===== src/rtl/seq_det_pkg.sv =====
// rtl/seq_det_pkg.sv - shared constants, types and helpers for the serial pattern detector
package seq_det_pkg;

    localparam int unsigned DEF_PAT_W = 8;
    localparam int unsigned DEF_CNT_W = 8;
    localparam int unsigned DEF_LEN_W = $clog2(DEF_PAT_W + 1);

    // Active configuration at the default pattern width.
    typedef struct packed {
        logic [DEF_PAT_W-1:0] pat;
        logic [DEF_LEN_W-1:0] len;
    } cfg_t;

    // Zero or over-long lengths fall back to the full pattern width.
    function automatic int unsigned clamp_len(input int unsigned len, input int unsigned max_len);
        return (len == 0 || len > max_len) ? max_len : len;
    endfunction

endpackage


===== src/rtl/sat_counter.sv =====
// rtl/sat_counter.sv - saturating up-counter with priority clear
module sat_counter #(
    parameter int unsigned W = 8
) (
    input  logic         clk_i,
    input  logic         reset_i,
    input  logic         inc_i,
    input  logic         clr_i,
    output logic [W-1:0] cnt_o
);

    always_ff @(posedge clk_i) begin
        if (!reset_i) begin
            cnt_o <= '0;
        end else if (clr_i) begin
            cnt_o <= '0;
        end else if (inc_i && cnt_o != '1) begin
            cnt_o <= cnt_o + 1'b1;
        end
    end

endmodule


===== src/rtl/seq_pattern_detector.sv =====
// rtl/seq_pattern_detector.sv - programmable serial bit-pattern detector with match counter
module seq_pattern_detector
    import seq_det_pkg::*;
#(
    parameter  int unsigned PAT_W = DEF_PAT_W,
    parameter  int unsigned CNT_W = DEF_CNT_W,
    localparam int unsigned LEN_W = $clog2(PAT_W + 1)
) (
    input  logic             clk_i,
    input  logic             reset_i,
    input  logic             valid_i,
    input  logic             data_i,
    input  logic             cfg_we_i,
    input  logic [PAT_W-1:0] pattern_i,
    input  logic [LEN_W-1:0] pat_len_i,
    input  logic             overlap_i,
    input  logic             cnt_clr_i,
    output logic             match_o,
    output logic [CNT_W-1:0] match_cnt_o,
    output logic [PAT_W-1:0] cfg_pat_o,
    output logic [LEN_W-1:0] cfg_len_o
);

    localparam logic [LEN_W-1:0] LEN_MAX = LEN_W'(PAT_W);

    logic [PAT_W-1:0] cfg_pat;
    logic [LEN_W-1:0] cfg_len;
    logic [PAT_W-1:0] hist;
    logic [PAT_W-1:0] hist_next;
    logic [PAT_W-1:0] len_mask;
    logic [LEN_W-1:0] fill;
    logic [LEN_W-1:0] fill_next;
    logic             accept;
    logic             hit;
    logic             match;

    // A config write takes precedence over a bit arriving in the same cycle.
    always_comb begin
        accept    = valid_i && !cfg_we_i;
        hist_next = {hist[PAT_W-2:0], data_i};
        fill_next = (fill == LEN_MAX) ? LEN_MAX : fill + 1'b1;
        for (int i = 0; i < PAT_W; i++) begin
            len_mask[i] = (LEN_W'(i) < cfg_len);
        end
        hit = accept && (fill_next >= cfg_len) && (((hist_next ^ cfg_pat) & len_mask) == '0);
    end

    always_ff @(posedge clk_i) begin
        if (!reset_i) begin
            cfg_pat <= '0;
            cfg_len <= LEN_MAX;
            hist    <= '0;
            fill    <= '0;
            match   <= 1'b0;
        end else begin
            match <= hit;
            if (cfg_we_i) begin
                cfg_pat <= pattern_i;
                cfg_len <= LEN_W'(clamp_len(32'(pat_len_i), PAT_W));
                hist    <= '0;
                fill    <= '0;
            end else if (accept) begin
                hist <= hist_next;
                // Non-overlap restarts the fill so the next match needs fresh bits.
                fill <= (hit && !overlap_i) ? '0 : fill_next;
            end
        end
    end

    sat_counter #(
        .W(CNT_W)
    ) u_match_cnt (
        .clk_i  (clk_i),
        .reset_i(reset_i),
        .inc_i  (hit),
        .clr_i  (cnt_clr_i),
        .cnt_o  (match_cnt_o)
    );

    assign match_o   = match;
    assign cfg_pat_o = cfg_pat;
    assign cfg_len_o = cfg_len;

endmodule


===== config.mk =====
export PLATFORM = sky130hd
export DESIGN_NAME = seq_pattern_detector
export DESIGN_NICKNAME = d
export VERILOG_FILES = /design/src/rtl/seq_det_pkg.sv /design/src/rtl/sat_counter.sv /design/src/rtl/seq_pattern_detector.sv
export SDC_FILE = /design/constraint.sdc
export NUM_CORES = 1
export LEC_CHECK = 0
export BUFFER_PORTS_ARGS = -buffer_cell sky130_fd_sc_hd__buf_2
export CAP_MARGIN = 20
export CORE_ASPECT_RATIO = 0.8
export CORE_MARGIN = 4
export CORE_UTILIZATION = 56
export CTS_CLUSTER_SIZE = 30
export DETAILED_ROUTE_END_ITERATION = 6
export PLACE_DENSITY = 0.92
export SLEW_MARGIN = 10
export SYNTH_ARGS = -nofsm -noshare
export SYNTH_HDL_FRONTEND = slang
export SYNTH_HIERARCHICAL = 1
export SYNTH_SLANG_ARGS = --single-unit
export TNS_END_PERCENT = 30

===== constraint.sdc =====
create_clock -name clk_i -period 5.34 [get_ports clk_i]
set_clock_uncertainty 0.05 [all_clocks]
set_input_delay 0.801 -clock clk_i [delete_from_list [all_inputs] [get_ports clk_i]]
set_output_delay 0.801 -clock clk_i [all_outputs]
set_load 0.02 [all_outputs]

==> impl_metrics.ini <==
[status]
status = completed

[placed_design]
post-place-ws_ns = 2.409
placed_area_sq_um = 1857
dp_hpwl_mm = 2.826
place_congestion = 0.8575
port_buffers = 39

[setup_path]
worstSetupStartpoint = fill[0]
crit_path_top_delay_cell = a2111oi_0
cp.depth = 12
crit_type = flip-flop to flip-flop
critPathArrivalTime_ns = 3.27
r2r_slack_ns = 2.23
cp-start-kind = flip-flop
path_buf_inv = 2
worstPathRequired_ns = 5.50
crit_chain = inv_1, ha_1, a31oi_1, inv_1, ha_1, nand2b_1, a2111oi_0, nor4_2, and2_1, and4_1, and4_1, nor3_1
worst_path_dominant_cell_family = simple AND/OR/NAND/NOR gates
cp-endpoint = u_match_cnt/cnt_o[6]
r2r-end = u_match_cnt/cnt_o[6]
max_stage_delay_ns = 0.62
cp_max_fo = 6
end_kind = flip-flop
regToRegStartpoint = fill[0]
r2r_cells = 12

[synthesis]
syn_area_sq_um = 1635
synth-seq-area-share_pct = 39.17
synthMuxAreaShare_pct = 11.02
async_flop_share_pct = 0
synth_fa_ha_area_share_pct = 5.356
synth-edff-count = 0
synth_compound_gate_area_share_pct = 14.23
synth_seq_cells = 32
synth.area.top_cells = dfxtp_1 (39%), mux2i_1 (11%), ha_1 (5.4%), xnor2_1 (4.8%), nor2b_1 (4.6%)
ys_dominant_reg_cell = dfxtp_1
yosysTopAreaCellShare_pct = 39.17
synth.avg_cell_area_sq_um = 9.398
synth_warnings = 6
synth_xor_area_share_pct = 5.356
synthSimpleGateAreaFrac_pct = 21.50
synth.distinct_cells = 38
syn_nets = 200
yosysTopAreaCell = dfxtp_1
synth_top_family_by_area = simple AND/OR/NAND/NOR gates
synth_cells = 174

[detailed_routing]
drcViolationCount = 0
first_iter_violations = 153
vias = 1435
antenna_left = 0
drt-total-wl_mm = 3.877
wl_per_cell_microns = 15.26
avgViaCountPerCell = 5.650
dr.pass1.iters = 4

[clock_tree]
h-tree-depth = 2
clock_latency_ns = 0.28
cts_resized = 0
cts.sinks = 32
hold_buffers = 0
cts_tree = yes
clkSlewWorstSetupHoldPaths_ns = 0.06
cts_buffers = 5
post_cts_buffers = 0
ctsLongestPathBuffers = 2
cts_root_buf = clkbuf_8

[sta]
period_share_pct = 58.27
finalHoldViolations = 0
fmax_ghz = 0.3214
tightest_slew_ns = 0.6386
rsz0062_at_grt = false
slew_headroom_pct = 56.33
slew_violations = 0
setup_tns_ns = 0
setup_ws_ns = 2.228
setup_viol = 0
layout_min_cycle_time_ns = 3.112

[pwr]
internal_power_mw = 0.4077
p_total_mw = 0.5362
power_frac_clock_pct = 42.3
swShare_pct = 23.97
power_density_nw_per_um2 = 273.0
ir_drop_v = 0.0001849
seqPwrFrac_pct = 47.0
p_sw_mw = 0.1285
p_comb_share_pct = 10.7
p_leak_nw = 0.8567

[final_layout]
fillers = 218
syn_to_final_growth_pct = 20.12
n_antenna_cell = 0
register_area_sq_um = 640.6
layout-drive-gt1-share_pct = 24.54
final_common_cell = buf_2
final_area_sq_um = 1964
final_cell_mix = buf_2 (39), dfxtp_1 (32), mux2i_1 (18)
multiInputGateArea_sq_um = 939.7
nets = 241

[global_routing]
antenna_found_initial = 0
grt_pass1_wl_mm = 6.410
overflow = 0
grtUsageTotal_pct = 22.29
grt_pass1_vias = 1287
grt_max_degree = 19

[die]
ioPinCount = 40
start_util_pct = 58.69
die_y_microns = 56.34
rows = 17
fp.dieW_microns = 68.42
core_area_sq_um = 2786
die-area_sq_um = 3854

[job]
drv_cap = 0

[hold_path]
hold_path.class = flip-flop to flip-flop
## final cells by class
type | instances | area share, %
flip-flops and latches | 32 | 32.61
well taps | 38 | 2.420
inverters | 9 | 1.720
clock inverters | 2 | 1.783
clock buffers | 6 | 3.694
multi-input cells | 128 | 47.83
repair buffers | 39 | 9.936
## kinds of logic after synthesis
group,Yosys count
xor gates and xnor gates,10
and+or+nand+nor,60
buffers and inverters,14
AOI/OAI and AO/OA,33
DFF,32
adders and majority gates,7
muxes,18
## state kept, by name, summed over array words and instances (netlist names)
signal,count
cfg_len_o,4
hist,7
u_match_cnt/cnt_o,8
match_o,1
cfg_pat_o,8
fill,4
## metrics by stage
stage	std cells	util, %	hold slack [ns]
global route	254	70.50	0.5245
finish	254	70.50	0.4713
global placement	246	66.64	0.4519
CTS	254	70.50	0.4769
detailed placement	246	66.64	0.4676
floorplan	174	-	0.4320
## worst min-delay path: cells and delay by family (launching register included)
kind	cells	cell delay, ns
AND/OR/NAND/NOR	1	0.07
flip-flops	1	0.35
multiplexers	1	0.06
## power groups by stage
| stage | combinational [mW] | sequential, mW | clock (mW) |
|---|---|---|---|
| floorplan | 0.0312 | 0.262 | 0 |
| global placement | 0.0548 | 0.257 | 0 |
| CTS | 0.0574 | 0.252 | 0.228 |
| global route | 0.0627 | 0.253 | 0.242 |
| detailed placement | 0.0561 | 0.257 | 0 |
| finish | 0.0575 | 0.252 | 0.227 |
## cells in the mapped netlist, types with 2 or more instances
master,number
and3_1,2
o21ai_0,5
a211oi_2,2
nand3_1,3
nor3_1,3
and2_1,4
xnor2_1,9
nand2b_1,5
nand2_1,9
clkbuf_1,2
nand4_1,2
dfxtp_1,32
a32o_1,3
inv_1,9
buf_2,2
nor2_1,10
nor2b_1,12
a21oi_1,7
and4_1,4
o22ai_1,4
ha_1,7
a31oi_1,5
mux2i_1,18
## worst min path at each step
stage	depth (start not counted)	start	end
5_1_grt	2	u_match_cnt/cnt_o[0]	u_match_cnt/cnt_o[0]
3_5_place_dp	2	u_match_cnt/cnt_o[1]	u_match_cnt/cnt_o[1]
2_1_floorplan	2	hist[6]	hist[6]
4_1_cts	2	u_match_cnt/cnt_o[1]	u_match_cnt/cnt_o[1]
3_3_place_gp	2	hist[6]	hist[6]
6_report	2	u_match_cnt/cnt_o[1]	u_match_cnt/cnt_o[1]
## routing by layer
metal	wire length, microns	vias to the layer above	track usage (%)
li1	-	710	-
met1	1763	672	30.31
met2	1854	46	34.01
met3	217	7	6.200
met4	42	0	6.232
met5	0	-	0
Power figures use the tool's default switching activity.
